### src/rtl/mem_xfer_engine.sv
// mem_xfer_engine: DEPTH-word memory with a host load/readback port and a
// block-copy engine that streams LEN words out to a ready-flow-controlled
// downstream write port.
//
// Ports:
//   clk, rst              clock, synchronous active-high reset
//   wr_en/wr_addr/wr_data host write port (accepted in every state)
//   rd_addr/rd_data       host readback, one-cycle registered latency
//   start/src_base/dst_base/len
//                         transfer request, captured only in IDLE
//   busy, done            engine status (busy in RD/WR, done one cycle)
//   dst_we/dst_addr/dst_data/dst_ready
//                         downstream write request with ready handshake
module mem_xfer_engine #(
    parameter int DATA_W = 8,
    parameter int ADDR_W = 2
) (
    input  logic              clk,
    input  logic              rst,
    input  logic              wr_en,
    input  logic [ADDR_W-1:0] wr_addr,
    input  logic [DATA_W-1:0] wr_data,
    input  logic [ADDR_W-1:0] rd_addr,
    output logic [DATA_W-1:0] rd_data,
    input  logic              start,
    input  logic [ADDR_W-1:0] src_base,
    input  logic [ADDR_W-1:0] dst_base,
    input  logic [ADDR_W:0]   len,
    output logic              busy,
    output logic              done,
    output logic              dst_we,
    output logic [ADDR_W-1:0] dst_addr,
    output logic [DATA_W-1:0] dst_data,
    input  logic              dst_ready
);

    localparam int DEPTH = 2 ** ADDR_W;
    localparam logic [ADDR_W:0] CNT_ONE = (ADDR_W + 1)'(1);

    typedef enum logic [1:0] {
        S_IDLE,
        S_RD,
        S_WR,
        S_DONE
    } state_e;

    logic [DATA_W-1:0] mem_q [DEPTH];

    state_e            state_q, state_d;
    logic [ADDR_W:0]   cnt_q, cnt_d;
    logic [ADDR_W:0]   len_q, len_d;
    logic [ADDR_W-1:0] src_q, src_d;
    logic [ADDR_W-1:0] dst_q, dst_d;
    logic [DATA_W-1:0] word_q, word_d;
    logic [DATA_W-1:0] rd_data_q;

    logic [ADDR_W:0]   cnt_inc;
    logic [ADDR_W-1:0] src_addr;
    logic [ADDR_W-1:0] dst_cur;

    // Address sums truncate to ADDR_W bits, giving the modulo-DEPTH wrap.
    assign cnt_inc  = cnt_q + CNT_ONE;
    assign src_addr = src_q + cnt_q[ADDR_W-1:0];
    assign dst_cur  = dst_q + cnt_q[ADDR_W-1:0];
    assign rd_data  = rd_data_q;

    // Storage is deliberately not reset; nonblocking update gives
    // read-before-write on both the host and engine read paths.
    always_ff @(posedge clk) begin
        if (wr_en) begin
            mem_q[wr_addr] <= wr_data;
        end
    end

    always_ff @(posedge clk) begin
        if (rst) begin
            state_q   <= S_IDLE;
            cnt_q     <= '0;
            len_q     <= '0;
            src_q     <= '0;
            dst_q     <= '0;
            word_q    <= '0;
            rd_data_q <= '0;
        end else begin
            state_q   <= state_d;
            cnt_q     <= cnt_d;
            len_q     <= len_d;
            src_q     <= src_d;
            dst_q     <= dst_d;
            word_q    <= word_d;
            rd_data_q <= mem_q[rd_addr];
        end
    end

    always_comb begin
        state_d  = state_q;
        cnt_d    = cnt_q;
        len_d    = len_q;
        src_d    = src_q;
        dst_d    = dst_q;
        word_d   = word_q;
        busy     = 1'b0;
        done     = 1'b0;
        dst_we   = 1'b0;
        dst_addr = '0;
        dst_data = '0;

        unique case (state_q)
            S_IDLE: begin
                if (start) begin
                    src_d   = src_base;
                    dst_d   = dst_base;
                    len_d   = len;
                    cnt_d   = '0;
                    state_d = (len == '0) ? S_DONE : S_RD;
                end
            end
            S_RD: begin
                busy    = 1'b1;
                word_d  = mem_q[src_addr];
                state_d = S_WR;
            end
            S_WR: begin
                busy     = 1'b1;
                dst_we   = 1'b1;
                dst_addr = dst_cur;
                dst_data = word_q;
                if (dst_ready) begin
                    cnt_d   = cnt_inc;
                    state_d = (cnt_inc == len_q) ? S_DONE : S_RD;
                end
            end
            S_DONE: begin
                done    = 1'b1;
                state_d = S_IDLE;
            end
            default: begin
                state_d = S_IDLE;
            end
        endcase
    end

endmodule

### config.mk
export PLATFORM = sky130hd
export DESIGN_NAME = mem_xfer_engine
export DESIGN_NICKNAME = d
export VERILOG_FILES = /design/src/rtl/mem_xfer_engine.sv
export SDC_FILE = /design/constraint.sdc
export NUM_CORES = 1
export LEC_CHECK = 0
export ABC_AREA = 1
export BUFFER_PORTS_ARGS = -buffer_cell sky130_fd_sc_hd__buf_2
export CAP_MARGIN = 0
export CELL_PAD_IN_SITES_DETAIL_PLACEMENT = 1
export CELL_PAD_IN_SITES_GLOBAL_PLACEMENT = 1
export CORE_ASPECT_RATIO = 1.2
export CORE_MARGIN = 10
export CORE_UTILIZATION = 28
export CTS_BUF_LIST = sky130_fd_sc_hd__clkbuf_8
export DETAILED_ROUTE_END_ITERATION = 7
export GPL_ROUTABILITY_DRIVEN = 0
export PLACE_DENSITY = 0.62
export SYNTH_ARGS = -nofsm -noshare
export SYNTH_HDL_FRONTEND = slang
export SYNTH_SLANG_ARGS = --single-unit
export TNS_END_PERCENT = 30
### constraint.sdc
create_clock -name clk -period 1.6 [get_ports clk]
set_input_delay 0.08 -clock clk [delete_from_list [all_inputs] [get_ports clk]]
set_output_delay 0.08 -clock clk [all_outputs]
set_load 0.05 [all_outputs]
==> Yosys cells after proc, flatten, opt, wreduce, memory -nomap -nowiden <==
Memory sizes are Yosys's and may differ from the RTL's. A register that Yosys moved wholly into a read port is not among the register bits.
Index checks and enable logic that the tools add are counted.
{ "word_totals": {"regBits": 12, "ramBits": 32, "input_bits": 24, "wordCells": 37, "memories": 1} }
{ "mem_list": {"columns": ["memory", "depth", "word_bits", "read_ports", "rd_clocked_by_memory_dff", "wr", "line", "text"], "rows": [
  ["mem_q", 4, 8, 2, 2, 1, "47", "logic [DATA_W-1:0] mem_q [DEPTH];"]
]} }
{ "classes": {"addsub": 3, "eq_ne": 6, "mux": 15, "n_reduce_logical": 7} }
{ "ops": {"columns": ["op", "n"], "rows": [
  ["two-way mux 2 bit", 5],
  ["two-way mux 8 bit", 1],
  ["case mux 2 bit (4 select lines)", 1],
  ["two-way mux 3 bit", 2],
  ["case mux 3 bit (2 select lines)", 1],
  ["two-way mux 1 bit", 5],
  ["adder 2 bit", 2],
  ["equality test 2 bit, second input constant", 2],
  ["!= test 2 bit, second input constant", 2],
  ["AND reduction 2 bit", 2],
  ["adder 3 x 1 -> 3 bit, second input constant", 1],
  ["equality test 3 bit", 1],
  ["logical NOT 3 bit", 1],
  ["AND reduction 3 bit", 1],
  ["equality test 2 x 1 -> 1 bit, second input constant", 1],
  ["logical NOT 2 bit", 1],
  ["nonzero test 2 bit", 1],
  ["OR reduction 2 bit", 1]
]} }

==> Longest topological paths before layout <==
Gate-level depths: netlist (run 1).
{ "depth": {"depth_word": 5, "mapped_depth": 9} }

==> Least setup slack after synthesis (run 1) <==
OpenSTA, ideal clock, no wires.
{ "synth_path": {"path_kind": "flip-flop to output port", "startpoint": "register state_q[0]", "endpoint": "output port dst_addr[1]", "t_arrival_ns": 1.781, "path_slack_ns": -0.261, "stages_incl_launch_ff": 5, "path_cell_list": "dfxtp_1 inv_1 ha_1 inv_1 nor2_1"} }
{ "synth_via": {"elab_chain_cells": 2} }
{ "synth_rtl": {"columns": ["item", "line", "text"], "rows": [
  ["start, declared", "49", "state_e state_q, state_d;"],
  ["start signal, assigned", "85", "state_q <= state_d;"],
  ["equality test 2 bit", "108", "unique case (state_q)"],
  ["two-way mux 2 bit", "108", null],
  ["end, declared", "32", "output logic [ADDR_W-1:0] dst_addr,"]
]} }
No other way between the ends.

==> Final worst setup path (run 1) <==
{ "layout_path": {"startpoint": "register cnt_q[0]", "endpoint": "output port dst_addr[1]"} }
{ "layout_via": {"elab_chain_cells": 2} }
{ "layout_rtl": {"columns": ["item", "line", "text"], "rows": [
  ["start, declared", "50", "logic [ADDR_W:0] cnt_q, cnt_d;"],
  ["start signal, assigned", "86", "cnt_q <= cnt_d;"],
  ["adder 2 bit", "64", "assign dst_cur = dst_q + cnt_q[ADDR_W-1:0];"],
  ["two-way mux 2 bit", "108", null]
]} }
No other way between the ends.

==> metrics.csv, run 1 <==
stage;metric;value;unit
logic_synthesis;Yosys top cell by area;edfxtp_1;
global_routing;initial antenna violation count;0;
clocking;htree depth;3;
logic_synthesis;Mapped Nets;346;
logic_synthesis;Post-synth top cells;nand2_1 (58), inv_1 (44), a21oi_1 (35), edfxtp_1 (32), dfxtp_1 (28);
place;DP Worst Slack;107;ps
clocking;Clock Sinks;60;
worst_setup_path;Critical Path RT;1520;ps
layout;Final Non-Filler Cells;504;
layout;Nets;408;
clocking;CTS tree;yes;
layout;Synth-to-Final Area Change;28.7;%
clocking;clk buf depth;2;
floorplanning;die height;129;microns
clocking;CTS Buf Count;9;
layout;Multi-input gate area;1040;sq um
logic_synthesis;post-synthesis sequential area ratio;0.549;
global_routing;largest net degree at the start of global routing;31;
layout;ratio of cells with drive above 1 in the final layout;0.220;
global_routing;vias in the first global route;2432;
place;Post-DP HPWL;5550;microns
logic_synthesis;Mapped Area;2770;sq um
clocking;Reg clk slew, reported paths;70;ps
layout;Sequential cell area;1520;sq um
worst_setup_path;cell family with most CP delay;flip-flops;
layout;Ant. Diodes;0;
sta;final hold viol count;0;
global_routing;first-pass GRT wire length;11700;microns
detailed_routing;final wirelength;6990;microns
worst_setup_path;startpoint types;register;
sta;setup tns final;0;ps
logic_synthesis;Post-Synthesis Cells;314;
hold_path;class of the worst hold path;primary input to register;
sta;minimum clock period;1520;ps
detailed_routing;Iteration-0 DRC Markers;70;
logic_synthesis;ys async rst share;0;
logic_synthesis;top post-synthesis cells by area;edfxtp_1 (35%), dfxtp_1 (20%), nand2_1 (7.9%), a21oi_1 (6.3%), inv_1 (6.0%);
layout;Filler cells;1119;
run_status;status;complete, no violations;
flow_run;max cap viols;0;
detailed_routing;via count;2273;
sta;Slew HR;0.733;
worst_setup_path;worst path bufs/invs;2;
sta;Final Max Tran Viols;0;
layout;final core occ;0.371;
worst_setup_path;critical path type;register to primary output;
logic_synthesis;count leader, synth;nand2_1;
floorplanning;I/O Pins;45;
logic_synthesis;Distinct cells, synth;24;
logic_synthesis;Yosys warnings;0;
detailed_routing;Final ANT Viol Nets;0;
detailed_routing;DRC violations left;0;
sta;Setup WS post-layout;77.6;ps
worst_setup_path;worst path cell trace;buf_6 -> ha_4 -> xor2_2 -> nor2_2 -> buf_6;
clocking;number of post-CTS setup repair buffers;0;
worst_setup_path;crit path max-delay cell type;dfxtp_2;
floorplanning;Die Wd;111;microns
place;PortBufs;44;
sta;clock skew;9.06;ps
sta;Least-Margin Pin Slew;397;ps
global_routing;aggregate global routing overflow;0;
floorplanning;# rows;39;
logic_synthesis;number of flops mapped to enable cells by yosys;32;
detailed_routing;DR pass1 iterations;4;
sta;final setup fails;0;
global_routing;GRT Total Usage;0.0990;
logic_synthesis;Mean Syn Cell Area;8.83;sq um
place;DP Cell Count;478;
logic_synthesis;post-synth top area share;0.347;
worst_setup_path;Worst Setup End Kind;primary output;
floorplanning;Die Area;14300;sq um
worst_setup_path;Max stage delay on crit path;330;ps
clocking;root buf cell;clkbuf_8;
logic_synthesis;Seq cells post-synth;60;
detailed_routing;DR WL/cell;13.9;microns
logic_synthesis;most used flip-flop cell after synthesis;edfxtp_1;
power_and_ir_drop;Leakage;1.52;nW
detailed_routing;drt via density;4.51;
sta;Final period util;0.951;
worst_setup_path;CP Max Fanout;5;
worst_setup_path;cell mode on critical path;buf_6;
clocking;Clock Latency Late Sink;340;ps
power_and_ir_drop;VDD IR max;0.576;mV
floorplanning;Initial Util;0.288;
floorplanning;total core area;9610;sq um
worst_setup_path;Critical Path AT;1440;ps
sta;Fmax achieved;657;MHz
power_and_ir_drop;power per cell area;1360;nW/um^2
-- placed cells by master (no fill, tap or decap) --
cell	n
xnor2_1	1
nor3_1	5
dlygate4sd3_1	10
xnor2_2	1
a21oi_1	35
nand3_2	1
nand2_2	2
buf_6	5
xor2_2	1
clkinvlp_4	3
buf_2	34
ha_1	6
nand2_4	2
inv_6	1
o21ai_2	1
edfxtp_1	32
nor2_2	1
clkinv_1	1
clkbuf_8	9
buf_12	1
a31oi_1	1
dfxtp_2	2
o211ai_1	8
nor2_1	22
buf_4	13
mux2i_1	2
ha_2	1
inv_1	43
nand2_1	58
dfxtp_1	26
o21ai_0	27
bufinv_16	2
clkinv_4	1
nand3_1	20
inv_2	1
buf_8	1
ha_4	1
-- cell type report --
type | count | share of cell area
Tap cell | 123 | 0.0431
Multi-Input combinational cell | 196 | 0.291
Timing Repair Buffer | 64 | 0.129
Sequential cell | 60 | 0.427
Inverter | 45 | 0.0473
Clock inverter | 7 | 0.0281
Clock buffer | 9 | 0.0347
-- state kept, by name (all words and copies together) (netlist names) --
signal,count
word_q,8
src_q,2
rd_data,8
mem_q,32
cnt_q,3
len_q,3
state_q,2
dst_q,2
-- layer usage --
metal / track usage / wire [microns]
met5: 0 / 0
met4: 0.0552 / 142
met3: 0.0268 / 298
met2: 0.169 / 3400
met1: 0.110 / 3150
-- through the flow --
step	power, mW	instance area, sq um	hold slack (ps)
after floorplan	2.93	2780	179
after global routing	5.15	3570	34.9
after detailed placement	3.29	3160	307
after global placement	3.25	3160	294
final	4.84	3570	20.4
after CTS	4.87	3520	12.3
-- worst register-to-register path: cells and delay by family, from the launching register on --
kind / cells / cell delay, ps
AOI/OAI and AO/OA: 2 / 250
buffers and inverters: 2 / 210
and+or+nand+nor: 3 / 280
DFF: 1 / 390
adders and majority gates: 1 / 220
-- where the power goes --
part / internal [mW] / leakage (nW) / switching [mW]
registers: 1.80 / 0.525 / 0.102
clock network: 0.883 / 0.102 / 0.639
logic: 0.485 / 0.889 / 0.922
total: 3.17 / 1.52 / 1.66
-- cells by family after synthesis --
family,Yosys count,synth area share
mux,2,0.00722
compound gates,72,0.139
xor+xnor,3,0.00948
flops,60,0.549
buf+inv,58,0.0884
simple gates,111,0.171
fa+ha+maj,8,0.0361
-- path summary, 6_finish.rpt --
path	slack, ps	from	to	depth (start not counted)
worst max register to register	150	state_q[1]	cnt_q[0]	8
worst min-delay path	20	dst_base[1]	dst_q[1]	3
worst max-delay path	80	cnt_q[0]	dst_addr[1]	5
worst min register to register	470	word_q[2]	word_q[2]	2
-- timing repair --
action,4_1_cts,5_1_grt
pin swaps,0,1
hold buffers,10,0
endpoints found under the setup margin,10,13
endpoints found under the hold margin,34,0
gates resized for setup,12,12
(Power assumes the default switching activity.)
==> run 2, diff against run 1 <==
ABC_AREA = 0   (was 1)
CORE_MARGIN = not set   (was 10)
PLACE_DENSITY = 0.59   (was 0.62)
==> run 2 against run 1 <==
Net effect:
- clock power hardly changed
- via count is 23% lower
- global-route usage is 3.6 points higher
- critical path depth is 1 higher
- clock-buffer cell count stayed put
- critical endpoint unchanged
- largest power group unchanged
==> metrics.csv, run 2 <==
stage;metric;value;unit;change
floorplanning;total core area;9130;sq um;-5.0%
logic_synthesis;Seq cells post-synth;60;;unchanged
detailed_routing;via count;1739;;-23%
logic_synthesis;most used flip-flop cell after synthesis;edfxtp_1;;
worst_setup_path;worst path cell trace;buf_6 -> ha_4 -> xnor2_2 -> xnor2_1 -> and2_4 -> buf_8;;
logic_synthesis;ys async rst share;0;;unchanged
run_status;status;complete, no violations;;
global_routing;vias in the first global route;1920;;-21%
clocking;htree depth;3;;unchanged
place;DP Area;3090;sq um;-2.4%
global_routing;largest net degree at the start of global routing;29;;-6.5%
sta;unrepaired setup endpoints after global routing;true;;
logic_synthesis;Mapped Area;2660;sq um;-4.2%
logic_synthesis;Mean Syn Cell Area;13.8;sq um;+57%
sta;Final Max Tran Viols;0;;unchanged
sta;final hold viol count;0;;unchanged
layout;ratio of cells with drive above 1 in the final layout;0.408;;+0.187
sta;Final period util;0.991;;+0.0395
worst_setup_path;R2R setup slack;30;ps;-120 ps
clocking;CTS Buf Count;9;;unchanged
layout;commonest non-fill, non-tap cell in the layout;buf_2;;
worst_setup_path;Critical Path AT;1510;ps;+70 ps
detailed_routing;Iteration-0 DRC Markers;20;;-71%
layout;Final Non-Filler Cells;380;;-25%
floorplanning;Die Wd;90.9;microns;-18%
sta;final setup fails;0;;unchanged
logic_synthesis;Yosys warnings;0;;unchanged
global_routing;first-pass GRT wire length;9750;microns;-17%
sta;Fmax achieved;631;MHz;-4.0%
worst_setup_path;critical path type;register to primary output;;
clocking;Clock Latency Late Sink;330;ps;about the same
floorplanning;Initial Util;0.291;;+0.00255
worst_setup_path;Worst Setup End Kind;primary output;;
place;Post-DP HPWL;4150;microns;-25%
floorplanning;I/O Pins;45;;unchanged
logic_synthesis;top post-synthesis cells by area;edfxtp_1 (36%), dfxtp_1 (21%), mux4_1 (7.9%), mux4_2 (6.8%), ha_1 (3.8%);;
detailed_routing;DRC violations left;0;;unchanged
global_routing;initial antenna violation count;0;;unchanged
power_and_ir_drop;Leakage;1.33;nW;-13%
global_routing;GRT Total Usage;0.135;;+0.0357
clocking;root buf cell;clkbuf_8;;
worst_setup_path;worst path bufs/invs;2;;unchanged
worst_setup_path;Critical Path RT;1520;ps;about the same
worst_setup_path;cell family with most CP delay;flip-flops;;
floorplanning;# rows;38;;-2.6%
logic_synthesis;Yosys top cell by area;edfxtp_1;;
hold_path;class of the worst hold path;primary input to register;;
logic_synthesis;number of flops mapped to enable cells by yosys;32;;unchanged
logic_synthesis;count leader, synth;edfxtp_1;;
power_and_ir_drop;power per cell area;1320;nW/um^2;-2.7%
sta;clock skew;9.14;ps;+0.0875 ps
layout;Largest Register;mem_q;;
clocking;CTS tree;yes;;
layout;most frequent cells in the layout;buf_2 (34), edfxtp_1 (32), dfxtp_1 (24), buf_4 (18), mux4_2 (16);;
place;PortBufs;44;;unchanged
logic_synthesis;post-synth top area share;0.362;;+0.0152
worst_setup_path;worst reg2reg path startpoint;cnt_q[0];;
logic_synthesis;Mapped Nets;224;;-35%
flow_run;max cap viols;0;;unchanged
layout;Nets;287;;-30%
sta;Least-Margin Pin Slew;557;ps;+160 ps
worst_setup_path;Max stage delay on crit path;340;ps;about the same
global_routing;aggregate global routing overflow;0;;unchanged
sta;Min Hold Slack;21.3;ps;+0.894 ps
power_and_ir_drop;total power;4.53;mW;-6.3%
worst_setup_path;crit path max-delay cell type;dfxtp_2;;
logic_synthesis;Post-Synthesis Cells;192;;-39%
power_and_ir_drop;VDD IR max;0.406;mV;-29%
layout;post-route cell area;3440;sq um;-3.6%
sta;minimum clock period;1590;ps;+63.2 ps
sta;Slew HR;0.629;;-0.104
floorplanning;die height;109;microns;-16%
logic_synthesis;Distinct cells, synth;33;;+38%
layout;Ant. Diodes;0;;unchanged
clocking;Reg clk slew, reported paths;70;ps;about the same
layout;Synth-to-Final Area Change;29.4;%;
layout;max reg flops;32;;unchanged
detailed_routing;DR pass1 iterations;4;;unchanged
logic_synthesis;post-synthesis sequential area ratio;0.573;;+0.0240
clocking;Clock Sinks;60;;unchanged
logic_synthesis;Post-synth top cells;edfxtp_1 (32), dfxtp_1 (28), nand2_1 (12), and2_1 (11), nor2_1 (11);;
detailed_routing;DR WL/cell;16.0;microns;+16%
detailed_routing;Final ANT Viol Nets;0;;unchanged
sta;setup tns final;0;ps;unchanged
worst_setup_path;startpoint types;register;;
clocking;clk buf depth;2;;unchanged
place;DP Cell Count;354;;-26%
worst_setup_path;Crit. Startpoint;cnt_q[0];;
floorplanning;Die Area;9880;sq um;-31%
worst_setup_path;CP Max Fanout;3;;-2
hold_path;Worst Hold Launch;len[1];;
detailed_routing;drt via density;4.58;;+1.5%
detailed_routing;final wirelength;6100;microns;-13%
run 2: cell count changes after synthesis, sizes merged, moves of 8 or more:
cell / before / now
and2: 0 / 11
nand3: 21 / 8
nand2: 62 / 12
o21ai: 28 / 4
mux4: 0 / 16
inv: 44 / 3
nor2: 23 / 11
nor2b: 0 / 10
o211ai: 8 / 0
a21oi: 35 / 10
run 2: cell families (layout without fill, tap and decap cells):
group / Yosys count / after routing / share of synthesized area
AO/OA/AOI/OAI: 19 / 19 / 0.0415
XOR/XNOR: 6 / 6 / 0.0306
adder cells (fa/ha/maj): 8 / 8 / 0.0377
buffers and inverters: 14 / 82 / 0.0207
flip-flops: 60 / 60 / 0.573
multiplexers: 24 / 24 / 0.177
AND/OR/NAND/NOR: 61 / 61 / 0.120
run 2: routing by layer:
| metal | share of wire | GRT usage |
|---|---|---|
| met1 | 0.41 | 0.146 |
| met2 | 0.54 | 0.253 |
| met3 | 0.038 | 0.0328 |
| met4 | 0.0082 | 0.0544 |
| met5 | 0 | 0 |
run 2: where the power goes:
group / internal (mW) / switching (mW) / total, mW
registers: 1.78 / 0.0902 / 1.87
logic: 0.502 / 0.680 / 1.18
clock network: 0.874 / 0.613 / 1.49
total: 3.15 / 1.38 / 4.53
run 2: layout make-up:
type,count,area (sq um)
Sequential cell,60,1530
Inverter,3,11.3
Tap cell,120,150
Clock inverter,7,91.3
Multi-Input combinational cell,118,1110
Timing Repair Buffer,63,422
Fill cell,1017,5690
Clock buffer,9,124
run 2: what timing repair did:
| action | in CTS | in global routing |
|---|---|---|
| setup endpoints to repair | 18 | 17 |
| resized for setup | 28 | 5 |
| pin swaps | 4 | 3 |
| hold buffers | 9 | 0 |
| endpoints found under the hold margin | 33 | 0 |
| buffers inserted | 1 | 1 |
run 2: worst paths after layout:
kind | endpoint | depth (start not counted)
worst min register to register | len_q[2] | 2
worst max register to register | word_q[3] | 4
worst min-delay path | len_q[1] | 3
worst max-delay path | dst_addr[1] | 6
run 2: metrics by stage:
step,setup WS (ps),utilization
floorplan,-50.8,-
global placement,-24.5,0.338
detailed placement,-72.2,0.338
CTS,-35.0,0.376
global route,-51.7,0.377
finish,14.4,0.377
run 2: worst min-delay path, stage by stage:
cell and delay (ps):
buf_2 110, nand3_1 60, a21oi_1 50
